**config.mk**
```make
export PLATFORM = sky130hd
export DESIGN_NAME = fp_mul_seq_flat
export DESIGN_NICKNAME = d
export VERILOG_FILES = /design/src/rtl/fp_mul_seq_if.sv /design/src/rtl/fp_mul_seq.sv /design/src/flat_wrapper.sv
export SDC_FILE = /design/constraint.sdc
export NUM_CORES = 1
export LEC_CHECK = 0
export CORE_MARGIN = 2
export CORE_UTILIZATION = 25
export CTS_CLUSTER_DIAMETER = 60
export DETAILED_ROUTE_END_ITERATION = 12
export SLEW_MARGIN = 20
export SYNTH_ARGS = -nofsm -noshare
export SYNTH_HDL_FRONTEND = slang
export SYNTH_SLANG_ARGS = --single-unit
```
**constraint.sdc**
```tcl
create_clock -name clk -period 4.4 [get_ports clk]
set_clock_uncertainty 0.15 [all_clocks]
set_input_delay 0.88 -clock clk [delete_from_list [all_inputs] [get_ports clk]]
set_output_delay 0.88 -clock clk [all_outputs]
set_load 0.02 [all_outputs]
```
**src/rtl/fp_mul_seq_if.sv**
```systemverilog
// Operand/result handshake bundle for fp_mul_seq.
// master: the side that supplies operands and consumes results.
// slave: the multiplier.
interface fp_mul_seq_if;
    logic        in_valid;
    logic        in_ready;
    logic [31:0] a1;
    logic [31:0] b1;
    logic        out_valid;
    logic        out_ready;
    logic [31:0] c;

    modport master (
        output in_valid, a1, b1, out_ready,
        input  in_ready, out_valid, c
    );

    modport slave (
        input  in_valid, a1, b1, out_ready,
        output in_ready, out_valid, c
    );
endinterface

```
**src/rtl/fp_mul_seq.sv**
```systemverilog
// Iterative IEEE-754 single-precision multiplier.
// The 24x24 mantissa product is formed by 24-cycle shift-and-add, then normalized in one cycle.
// There is no NaN/Inf/denormal handling, and exponent arithmetic wraps modulo 256.
// Define FP_MUL_ROUND_EN for round-to-nearest-even. Otherwise the result is truncated.
module fp_mul_seq (
    input  logic         clk,
    input  logic         rst_n,
    fp_mul_seq_if.slave  bus_io
);
    localparam logic [1:0] StIdle = 2'd0;
    localparam logic [1:0] StMul  = 2'd1;
    localparam logic [1:0] StNorm = 2'd2;
    localparam logic [1:0] StDone = 2'd3;

    logic [1:0]  state_q, state_d;
    logic        sign_q, sign_d;
    logic [7:0]  ea_q, ea_d, eb_q, eb_d;
    logic [23:0] ma_q, ma_d, mb_q, mb_d;
    logic        z_q, z_d;
    logic [47:0] p_q, p_d;
    logic [4:0]  cnt_q, cnt_d;
    logic        in_ready_q, in_ready_d;
    logic        out_valid_q, out_valid_d;
    logic [31:0] c_q, c_d;

    logic [22:0] frac;
    logic [7:0]  ec;

    // Normalize the finished product and build the packed exponent/fraction.
`ifdef FP_MUL_ROUND_EN
    logic        guard, sticky;
    logic [23:0] frac_inc;
    always_comb begin
        if (p_q[47]) begin
            frac   = p_q[46:24];
            guard  = p_q[23];
            sticky = |p_q[22:0];
        end else begin
            frac   = p_q[45:23];
            guard  = p_q[22];
            sticky = |p_q[21:0];
        end
        // 129 == -127 mod 256
        ec       = ea_q + eb_q + 8'd129 + {7'd0, p_q[47]};
        frac_inc = {1'b0, frac} + 24'd1;
        if (guard && (sticky || frac[0])) begin
            if (frac_inc[23]) begin
                frac = 23'd0;
                ec   = ec + 8'd1;
            end else begin
                frac = frac_inc[22:0];
            end
        end
    end
`else
    logic unused_round_bits;
    assign unused_round_bits = ^p_q[22:0];
    always_comb begin
        frac = p_q[47] ? p_q[46:24] : p_q[45:23];
        // 129 == -127 mod 256
        ec   = ea_q + eb_q + 8'd129 + {7'd0, p_q[47]};
    end
`endif

    // Next-state logic for the accept / multiply / normalize / hold sequence.
    always_comb begin
        state_d     = state_q;
        sign_d      = sign_q;
        ea_d        = ea_q;
        eb_d        = eb_q;
        ma_d        = ma_q;
        mb_d        = mb_q;
        z_d         = z_q;
        p_d         = p_q;
        cnt_d       = cnt_q;
        in_ready_d  = in_ready_q;
        out_valid_d = out_valid_q;
        c_d         = c_q;
        case (state_q)
            StIdle: begin
                if (bus_io.in_valid && in_ready_q) begin
                    sign_d     = bus_io.a1[31] ^ bus_io.b1[31];
                    ea_d       = bus_io.a1[30:23];
                    eb_d       = bus_io.b1[30:23];
                    ma_d       = {1'b1, bus_io.a1[22:0]};
                    mb_d       = {1'b1, bus_io.b1[22:0]};
                    z_d        = (bus_io.a1[30:0] == 31'd0) || (bus_io.b1[30:0] == 31'd0);
                    p_d        = 48'd0;
                    cnt_d      = 5'd0;
                    in_ready_d = 1'b0;
                    state_d    = StMul;
                end
            end
            StMul: begin
                // Multiplier bits are consumed LSB first.
                if (mb_q[cnt_q]) begin
                    p_d = p_q + ({24'd0, ma_q} << cnt_q);
                end
                if (cnt_q == 5'd23) begin
                    cnt_d   = 5'd0;
                    state_d = StNorm;
                end else begin
                    cnt_d = cnt_q + 5'd1;
                end
            end
            StNorm: begin
                c_d         = z_q ? {sign_q, 31'd0} : {sign_q, ec, frac};
                out_valid_d = 1'b1;
                state_d     = StDone;
            end
            default: begin
                if (out_valid_q && bus_io.out_ready) begin
                    out_valid_d = 1'b0;
                    in_ready_d  = 1'b1;
                    state_d     = StIdle;
                end
            end
        endcase
    end

    // State registers. An async reset abandons any operation in flight.
    always_ff @(posedge clk or negedge rst_n) begin
        if (!rst_n) begin
            state_q     <= StIdle;
            sign_q      <= 1'b0;
            ea_q        <= 8'd0;
            eb_q        <= 8'd0;
            ma_q        <= 24'd0;
            mb_q        <= 24'd0;
            z_q         <= 1'b0;
            p_q         <= 48'd0;
            cnt_q       <= 5'd0;
            in_ready_q  <= 1'b1;
            out_valid_q <= 1'b0;
            c_q         <= 32'd0;
        end else begin
            state_q     <= state_d;
            sign_q      <= sign_d;
            ea_q        <= ea_d;
            eb_q        <= eb_d;
            ma_q        <= ma_d;
            mb_q        <= mb_d;
            z_q         <= z_d;
            p_q         <= p_d;
            cnt_q       <= cnt_d;
            in_ready_q  <= in_ready_d;
            out_valid_q <= out_valid_d;
            c_q         <= c_d;
        end
    end

    assign bus_io.in_ready  = in_ready_q;
    assign bus_io.out_valid = out_valid_q;
    assign bus_io.c         = c_q;
endmodule

```
**src/flat_wrapper.sv**
```systemverilog
// flat-port wrapper written by rule: the top's interface ports become plain ports
module fp_mul_seq_flat 
  (clk, rst_n, bus_io_in_valid, bus_io_a1, bus_io_b1, bus_io_out_ready, bus_io_in_ready, bus_io_out_valid, bus_io_c);
  fp_mul_seq_if bus_io_i ();
  input  logic clk;
  input  logic rst_n;
  input wire logic [$bits(bus_io_i.in_valid)-1:0] bus_io_in_valid;
  input wire logic [$bits(bus_io_i.a1)-1:0] bus_io_a1;
  input wire logic [$bits(bus_io_i.b1)-1:0] bus_io_b1;
  input wire logic [$bits(bus_io_i.out_ready)-1:0] bus_io_out_ready;
  output wire logic [$bits(bus_io_i.in_ready)-1:0] bus_io_in_ready;
  output wire logic [$bits(bus_io_i.out_valid)-1:0] bus_io_out_valid;
  output wire logic [$bits(bus_io_i.c)-1:0] bus_io_c;
  assign bus_io_i.in_valid = bus_io_in_valid;
  assign bus_io_i.a1 = bus_io_a1;
  assign bus_io_i.b1 = bus_io_b1;
  assign bus_io_i.out_ready = bus_io_out_ready;
  assign bus_io_in_ready = bus_io_i.in_ready;
  assign bus_io_out_valid = bus_io_i.out_valid;
  assign bus_io_c = bus_io_i.c;
  fp_mul_seq u_core (.clk(clk), .rst_n(rst_n), .bus_io(bus_io_i));
endmodule
```
Word-level counts from Yosys, hierarchy flattened --
Index checks and enable logic that the tools add are counted.
Cells by class: add/sub/neg operators 5, magnitude comparators 1, equal/unequal tests 6, shifts and indexed selects 1, mux-type cells 19, bitwise logic cells 3, reductions and logical operators 18
Operators with widths (count):
- $mux W48 | 2
- $pmux W48 S2 | 1
- $logic_not A31 Y1 | 2
- $add A48 B48 Y48 | 1
- $shl A24 B5 Y48 | 1
- $mux W31 | 1
- $mux W23 | 1
- $mux W5 | 2
- $pmux W5 S2 | 1
- $reduce_and A3 Y1 | 3
- $add A8 B1 Y8 | 1
- $add A8 B8 Y8 | 1
- $add A8 B8 Y8 const B | 1
- $lt A5 B6 Y1 const B | 1
- $mux W2 | 3
- $ne A2 B1 Y1 const B | 3
- $pmux W2 S3 | 1
- $reduce_and A2 Y1 | 3
- $reduce_bool A2 Y1 | 3
- $add A5 B1 Y5 const B | 1
- $bmux W1 S5 | 1
- $eq A5 B5 Y1 const B | 1
- $mux W1 | 4
- $pmux W1 S2 | 2
- other kinds (9) | 12
Word-level totals: register bits 155, input bits 68, output and inout bits 34, word-level logic and storage cells 65

Logic depth before layout (Yosys ltp) --
Gate-level depths: netlist of run 1.
depth in word-level cells 4, gate-level depth with buffers 22, depth with buffers taken out 19

Worst setup path before layout of run 1 --
OpenSTA, ideal clock, no wires.
path kind reg2reg, start point register u_core.cnt_q[0], end point register u_core.p_q[42], library setup time 0.095 ns, arrival time 4.261 ns, required time 4.155 ns, setup slack -0.106 ns, stages on the path, launching flop included 18, path buffers 3, period minus slack after synthesis 4.506 ns, cells stage by stage dfrtp_1 > buf_6 > buf_2 > clkbuf_1 > a211oi_1 > a21oi_1 > mux2i_1 > mux2_2 > o22ai_1 > ha_1 > a21oi_1 > nand2_1 > or3_1 > o311a_1 > o41ai_2 > o21ai_0 > xnor2_1 > o31ai_1
On the way: cells in the longest elaborated chain, start to end 4, elaborated cells on any way between the ends 8, those cells by class 1 x add/sub; 1 x eq/ne; 1 x shift; 4 x mux; 1 x reduce/logical
RTL lines:
- from (decl) | line fp_mul_seq.sv:21 | logic [4:0] cnt_q, cnt_d;
- from (signal assigned) | line fp_mul_seq.sv:145 | cnt_q <= cnt_d;
- $shl A24 B5 Y48 or $bmux W1 S5 (tied branches) | line fp_mul_seq.sv:97, fp_mul_seq.sv:96
- $add A48 B48 Y48 or $mux W1 (tied branches) | line fp_mul_seq.sv:97, fp_mul_seq.sv:96
- $mux W48 or $ne A2 B1 Y1 (tied branches)
- $pmux W48 S2 or $reduce_and A3 Y1 (tied branches)
- to (signal assigned) | line fp_mul_seq.sv:144 | p_q <= p_d;
- to (decl) | line fp_mul_seq.sv:20 | logic [47:0] p_q, p_d;
Several ways; a longest one is shown, not always the timed one. The select of a mux whose other input is x is not followed. A chain may end at the register's enable or synchronous reset.

Final worst setup path of run 1 --
start point register u_core.cnt_q[0], end point register u_core.p_q[33]
Same word-level chain as after synthesis.

==> results.ini, run 1 <==
[outcome]
outcome=finished clean

[route]
drt_iter0_markers=578
detailroute.via_count=9253
post_dr_wirelength_cell_um=17.2
drt_first_pass_iters=5
antenna_left=0
drt_wl_total_um=31900
drc=0
routed_via_density=4.99

[die]
initial_utilization=0.255
floorplan.die.width_um=211
i_o_pin_cnt=102
dieHeight_um=211
core_area_um2=42100
design.die.area_um2=44600
num_rows=75

[worst_setup_path]
nature_of_the_critical_path_startpoint=flop
worstPathCellList=buf_12, buf_8, mux4_2, mux2i_1, nand2_1, o21ai_2, o22ai_2, ha_1, nand2_2, or3_4, or3_4, a211oi_4, buf_4, o21ai_4, o31a_1, o21bai_1, xnor2_1, o21ai_1
rr_endpoint=u_core.p_q[33]
timing.critical_path.fanout_max=7
worstPathRequired_ps=4550
worstPathArrival_ps=4530
cp-end-kind=flop
worst_path_largest_cell_delay_ps=540
timing.rr.start=u_core.cnt_q[0]
path_class=flop to flop
reg2reg_slack_ps=20
critical_path.slowest_cell=sky130_fd_sc_hd__mux4_2
r2r.worst_path.cells=18
most_numerous_cell_on_the_critical_path=sky130_fd_sc_hd__or3_4

[layout]
layout-area-overhead-vs-synth_pct=30.9
num-fill-cells=4249
finish.net_count=1438
multiInputGateArea_um2=6800
area.sequential_um2=3860
post_route_cells_drive_above_1_share=0.242

[synth]
yosys.area_share.adder=0.0794
synth_xor_xnor_area_share=0.0416
synth_enable_flop_cells=0
synth-compound-area-share=0.187
post_synth_arst_share=1.00
synth_top_family_by_area=compound AO/OA/AOI/OAI gates
mappedNetlistArea_um2=10700
synth-simple-area-share=0.121
synth_seq_area_share=0.359
synth_fp_nets=1276
synth_ff_type=sky130_fd_sc_hd__dfrtp_1
synth_cell_type_count=71
ys_warn_count=0
netlist_instances=1141
portion_of_netlist_area_occupied_by_mux_cells=0.167
synth.ff_latch_count=154
synth_area_per_cell_um2=9.41

[timing]
slew_headroom=0.447
tightestPinTransition_ps=828
grt_setup_unrepaired=yes
timing.fmax_mhz=228
final_max_slew_viol_count=0
finalHoldViolCount=0
hold_ws_ps=296
total_negative_slack_for_setup_checks_ps=0
final_setup_vio_count=0
finalWorstPathRequiredPeriod_ps=4380
finalCritPeriodShare=0.996

[place]
io_buffer_count=101
place_hpwl_um=24000
place.gp.congestion=0.942

[power_and_ir_drop]
post-layout-total-power_w=0.00311
power.density_cell_area_nw_per_um2=221
ir_drop_v=0.000263
total_leakage_power_nw=6.41

[global_routing]
busiest_layer=met2
wire_length_of_the_first_global_routing_pass_um=49600
grt_max_degree=80
initial_antenna_violation_count=1
grt_util_met1=0.188
via_count_of_the_first_global_routing_pass=9089
global_route.usage.total=0.141
overflow=0
gr-usage-met3=0.0281
met2_usage=0.230

[cts]
htreeDepth=4
clkSlewWorstSetupHoldPaths_ps=70
cts_made_buffers=17
clock_tree_from_tritoncts=yes
clock_sink_count=154
hold_buffers=0
max-clock-path-buffers=2
worst_skew_late_latency_ps=450
root_buffer=sky130_fd_sc_hd__clkbuf_16

[worst_hold_path]
hold_path.class=input pin to asynchronous set/reset pin

[run]
maxCapViolations=0

Yosys cell counts (18+ instances only):
| cell type | number | area share |
|---|---|---|
| sky130_fd_sc_hd__clkbuf_1 | 39 | 0.014 |
| sky130_fd_sc_hd__nor2_1 | 62 | 0.022 |
| sky130_fd_sc_hd__o21ai_0 | 83 | 0.039 |
| sky130_fd_sc_hd__mux2i_1 | 52 | 0.048 |
| sky130_fd_sc_hd__nand2_1 | 127 | 0.044 |
| sky130_fd_sc_hd__mux2_2 | 79 | 0.083 |
| sky130_fd_sc_hd__a21oi_1 | 63 | 0.029 |
| sky130_fd_sc_hd__o31ai_1 | 18 | 0.013 |
| sky130_fd_sc_hd__dfrtp_1 | 153 | 0.36 |
| sky130_fd_sc_hd__xor2_1 | 22 | 0.018 |
| sky130_fd_sc_hd__o22ai_1 | 42 | 0.024 |
| sky130_fd_sc_hd__a21o_1 | 27 | 0.019 |
| sky130_fd_sc_hd__inv_1 | 51 | 0.018 |
| sky130_fd_sc_hd__xnor2_1 | 29 | 0.024 |
| sky130_fd_sc_hd__ha_1 | 65 | 0.076 |
flip-flops by register name, summed over array words and instances, names as in the netlist:
name	cells
u_core.z_q	1
u_core.mb_q	23
u_core.bus_io.out_valid	1
u_core.state_q	2
u_core.sign_q	1
u_core.bus_io.in_ready	1
u_core.cnt_q	5
u_core.bus_io.c	32
u_core.eb_q	8
u_core.p_q	48
u_core.ma_q	24
u_core.ea_q	8
through the flow:
step | area, µm² | util | setup slack (ps) | instances
2_1_floorplan | 10800 | - | 27.1 | 1141
3_3_place_gp | 12900 | 0.306 | -283 | 1807
3_5_place_dp | 12900 | 0.306 | -316 | 1807
4_1_cts | 13500 | 0.321 | 12.6 | 1839
5_1_grt | 14100 | 0.334 | -114 | 1855
6_report | 14100 | 0.334 | 18.8 | 1856
critical path, delay by kind of cell (launching register included):
| family | cells | cell delay (ps) |
|---|---|---|
| compound gates | 7 | 1130 |
| simple gates | 4 | 880 |
| mux | 2 | 750 |
| buf+inv | 3 | 430 |
| flops | 1 | 400 |
| fa+ha+maj | 1 | 350 |
| xor+xnor | 1 | 140 |
where the power goes:
group	internal [W]	switching [W]	leakage [nW]
registers	0.00141	0	2.12
logic	0.0000581	0.0000540	4.00
clock network	0.000861	0.000718	0.298
total	0.00233	0.000772	6.41
routing by layer:
metal / up-vias / share of wire
li1: 4487 / -
met1: 4471 / 0.47
met2: 241 / 0.46
met3: 52 / 0.049
met4: 2 / 0.023
met5: - / 0.00056
what timing repair did:
item,CTS,global route
pin swaps,3,30
gates cloned,0,2
setup buffers,0,14
resized for setup,8,94
endpoints found under the hold margin,0,0
setup endpoints to repair,11,19
final cells by class:
cell class	instances	share of cell area
Tap cell	539	0.0480
Timing Repair Buffer	207	0.136
Multi-Input combinational cell	867	0.484
Antenna cell	1	0.000178
Clock inverter	15	0.0126
Inverter	56	0.0152
Sequential cell	154	0.274
Clock buffer	17	0.0303
cells by family (layout without fill, tap and decap cells):
| group | after synthesis | count (layout) |
|---|---|---|
| AO/OA/AOI/OAI | 314 | 314 |
| XOR/XNOR | 51 | 51 |
| adder cells (fa/ha/maj) | 67 | 67 |
| buffers and inverters | 120 | 295 |
| flip-flops | 154 | 154 |
| multiplexers | 148 | 148 |
| other | 0 | 1 |
| AND/OR/NAND/NOR | 287 | 287 |
how the worst max path moves through the flow:
stage,depth (start not counted),from,end,slack (ps)
floorplan,17,u_core.cnt_q[0],u_core.p_q[42],30
global placement,17,u_core.cnt_q[0],u_core.p_q[45],-280
detailed placement,17,u_core.cnt_q[0],u_core.p_q[45],-320
CTS,17,u_core.cnt_q[0],u_core.p_q[45],10
global route,17,u_core.cnt_q[0],u_core.p_q[45],-110
finish,18,u_core.cnt_q[0],u_core.p_q[33],20
cell usage in the layout (no fill, tap or decap), types with 6 or more instances in the layout:
| cell | synthesis | final |
|---|---|---|
| sky130_fd_sc_hd__dfrtp_1 | 153 | 152 |
| sky130_fd_sc_hd__nand2_1 | 127 | 123 |
| sky130_fd_sc_hd__clkdlybuf4s50_1 | 0 | 100 |
| sky130_fd_sc_hd__buf_4 | 0 | 96 |
| sky130_fd_sc_hd__mux2_2 | 79 | 76 |
| sky130_fd_sc_hd__o21ai_0 | 83 | 67 |
| sky130_fd_sc_hd__ha_1 | 65 | 58 |
| sky130_fd_sc_hd__nor2_1 | 62 | 55 |
| sky130_fd_sc_hd__a21oi_1 | 63 | 51 |
| sky130_fd_sc_hd__inv_1 | 51 | 50 |
| sky130_fd_sc_hd__mux2i_1 | 52 | 40 |
| sky130_fd_sc_hd__o22ai_1 | 42 | 40 |
| sky130_fd_sc_hd__xnor2_1 | 29 | 29 |
| sky130_fd_sc_hd__a21o_1 | 27 | 27 |
| sky130_fd_sc_hd__xor2_1 | 22 | 21 |
| sky130_fd_sc_hd__clkbuf_16 | 0 | 18 |
| sky130_fd_sc_hd__o31ai_1 | 18 | 17 |
| sky130_fd_sc_hd__mux4_2 | 16 | 16 |
| sky130_fd_sc_hd__nor4_1 | 16 | 16 |
| sky130_fd_sc_hd__nand3_1 | 15 | 14 |
| sky130_fd_sc_hd__a21oi_2 | 1 | 13 |
| sky130_fd_sc_hd__o21ai_1 | 4 | 12 |
| sky130_fd_sc_hd__o21bai_1 | 12 | 12 |
| sky130_fd_sc_hd__nand4_1 | 12 | 12 |
| sky130_fd_sc_hd__nor3_1 | 12 | 11 |
| sky130_fd_sc_hd__mux2i_2 | 0 | 10 |
| sky130_fd_sc_hd__a31oi_1 | 9 | 9 |
| sky130_fd_sc_hd__and2_1 | 8 | 8 |
| sky130_fd_sc_hd__o21ai_2 | 0 | 7 |
| sky130_fd_sc_hd__and3_1 | 7 | 7 |
| sky130_fd_sc_hd__a211oi_1 | 8 | 7 |
| sky130_fd_sc_hd__nor2b_1 | 6 | 6 |
| sky130_fd_sc_hd__ha_4 | 0 | 6 |
(Power assumes the default switching activity.)
==> inputs of run 2 (changes only) <==
--- a/config.mk
+++ b/config.mk
@@ -5,10 +5,11 @@
 export SDC_FILE = /design/constraint.sdc
 export NUM_CORES = 1
 export LEC_CHECK = 0
-export CORE_MARGIN = 2
-export CORE_UTILIZATION = 25
+export CORE_MARGIN = 1
+export CORE_UTILIZATION = 53
 export CTS_CLUSTER_DIAMETER = 60
 export DETAILED_ROUTE_END_ITERATION = 12
+export PLACE_DENSITY = 0.78
 export SLEW_MARGIN = 20
 export SYNTH_ARGS = -nofsm -noshare
 export SYNTH_HDL_FRONTEND = slang
==> run 2 against run 1 <==
- register-to-register slack hardly changed
- via count is 3.4% higher
- die area decreased by 53%
- flip-flop and latch count unchanged
- final area fell by 2.2%
- power shrank 2.0%
- cell count fell by 14%
- largest power group unchanged
==> results.ini, run 2 (synthesis results as in run 1) <==
[outcome]
outcome=finished clean

[die]
core_area_um2=19700
floorplan.die.width_um=144
dieHeight_um=144
initial_utilization=0.547
num_rows=51
design.die.area_um2=20800
i_o_pin_cnt=102

[worst_setup_path]
critical_path.slowest_cell=sky130_fd_sc_hd__dfrtp_2
crit_start=u_core.cnt_q[0]
critical_path.top_delay_family=compound AO/OA/AOI/OAI gates
path_class=flop to flop
timing.rr.start=u_core.cnt_q[0]
r2r.worst_path.cells=18
rr_endpoint=u_core.p_q[47]
critical_path_buffer_and_inverter_count=3
cp-end-kind=flop
worstPathCellList=buf_4, clkbuf_16, nor2b_1, a211oi_1, a21oi_2, a21oi_1, mux2_4, nor2_1, ha_4, nand2_1, or3_4, or3_4, a211oi_4, o211ai_1, a211o_1, o311ai_4, buf_4, o311ai_2
nature_of_the_critical_path_startpoint=flop
reg2reg_slack_ps=20
timing.critical_path.fanout_max=7
worstPathRequired_ps=4550
worstPathArrival_ps=4540
worst_path_largest_cell_delay_ps=490
crit_cells=18

[timing]
tightestPinTransition_ps=937
final_max_slew_viol_count=0
finalHoldViolCount=0
finalWorstSetupSlack_ps=15.2
grt_setup_unrepaired=yes
finalWorstPathRequiredPeriod_ps=4380
finalCritPeriodShare=0.997
slew_headroom=0.375
final_setup_vio_count=0
hold_ws_ps=335
timing.fmax_mhz=228

[global_routing]
initial_antenna_violation_count=0
via_count_of_the_first_global_routing_pass=9207
grt_max_degree=102
global_route.usage.total=0.294
overflow=0
wire_length_of_the_first_global_routing_pass_um=47200

[layout]
post_route_cells_drive_above_1_share=0.243
finish.net_count=1446
layout.cells.most_common=sky130_fd_sc_hd__dfrtp_1
num-fill-cells=1531
largest_register_ffs=48
final_cell_mix=sky130_fd_sc_hd__dfrtp_1 (152), sky130_fd_sc_hd__nand2_1 (126), sky130_fd_sc_hd__buf_4 (104), sky130_fd_sc_hd__clkdlybuf4s50_1 (100), sky130_fd_sc_hd__mux2_2 (76)
layout-area-overhead-vs-synth_pct=28.0
layout.cells.non_filler=1589
insertedDiodeCount=0
largest_register_by_flop_count=u_core.p_q
finalInstanceArea_um2=13700

[route]
detailroute.via_count=9570
drt_wl_total_um=30000
post_dr_wirelength_cell_um=18.9
antenna_left=0
drt_first_pass_iters=6
drc=0
drt_iter0_markers=733
routed_via_density=6.02

[cts]
htreeDepth=4
max-clock-path-buffers=2
worst_skew_late_latency_ps=440
clock_sink_count=154
cts_made_buffers=17
clock_tree_from_tritoncts=yes
root_buffer=sky130_fd_sc_hd__clkbuf_16
clkSlewWorstSetupHoldPaths_ps=80
hold_buffers=0

[power_and_ir_drop]
combinationalPowerShare=0.035
power.switching_fraction=0.261
p_int_w=0.00225
power.share.sequential=0.465
power.clock.fraction=0.500
p_switching_w=0.000796
ir_drop_v=0.000235
total_leakage_power_nw=6.48
power.density_cell_area_nw_per_um2=221

[place]
placedCellCount=1535
place_hpwl_um=21800
io_buffer_count=101
placement.cell_area_um2=12600
place_worst_setup_slack_ps=-164
place.gp.congestion=0.949

[run]
maxCapViolations=0

[worst_hold_path]
hold_path_depth=2
min_delay_worst_endpoint=u_core.sign_q
hold_path.class=flop to flop
min_from=u_core.sign_q

-- run 2: cell count changes in the layout (fill, tap and decap cells not counted), moves of 3 or more --
cell / change
sky130_fd_sc_hd__o21ai_0: -5
sky130_fd_sc_hd__nand2_2: -3
sky130_fd_sc_hd__buf_4: +8
sky130_fd_sc_hd__a21oi_1: -4
sky130_fd_sc_hd__nor2_1: +3
sky130_fd_sc_hd__a21oi_2: +4
sky130_fd_sc_hd__ha_4: -3
sky130_fd_sc_hd__mux2i_1: +4
sky130_fd_sc_hd__mux2i_2: -4
sky130_fd_sc_hd__clkinv_8: +5
sky130_fd_sc_hd__nand2_1: +3
sky130_fd_sc_hd__o21ai_1: +5
-- run 2: power groups by stage --
stage,sequential [W],clock [W],combinational [W]
global placement,0.00144,0,0.000108
CTS,0.00141,0.00154,0.000109
global route,0.00141,0.00159,0.000117
floorplan,0.00144,0,0.00000446
detailed placement,0.00144,0,0.000109
finish,0.00141,0.00152,0.000107
-- run 2: metal layers --
layer	wire, µm	GRT usage
met1	13200	0.389
met2	14500	0.484
met3	1490	0.0507
met4	879	0.109
met5	0	0
-- run 2: layout make-up --
cell class / count / area, µm² / area share
repair buffers: 215 / 1950 / 0.142
clock inverters: 15 / 186 / 0.0136
clock buffers: 17 / 425 / 0.0309
multi-input cells: 867 / 6780 / 0.493
inverters: 56 / 211 / 0.0154
well taps: 265 / 332 / 0.0241
flip-flops and latches: 154 / 3860 / 0.281
-- run 2: repair_timing --
action	in CTS	in global routing
resized for setup	7	98
endpoints found under the setup margin	12	21
gates cloned	0	1
pin swaps	1	38
buffers inserted	2	19
-- run 2: how the worst max path moves through the flow --
stage and to:
3_5_place_dp u_core.p_q[47], 5_1_grt u_core.p_q[47], 4_1_cts u_core.p_q[33], 3_3_place_gp u_core.p_q[47]
6_report u_core.p_q[47], 2_1_floorplan u_core.p_q[42]
-- run 2: tightest hold or removal path, cell delays in order, from the launching register on --
cell and delay (ps):
sky130_fd_sc_hd__dfrtp_1 350, sky130_fd_sc_hd__nand2_1 40, sky130_fd_sc_hd__o21ai_0 60
-- run 2: through the flow --
stage          power [W]  TNS [ps]  utilization
2_1_floorplan    0.00145         0            -
3_3_place_gp     0.00155      -201        0.639
3_5_place_dp     0.00155      -395        0.639
4_1_cts          0.00307     -12.6        0.672
5_1_grt          0.00313      -884        0.699
6_report         0.00304         0        0.699
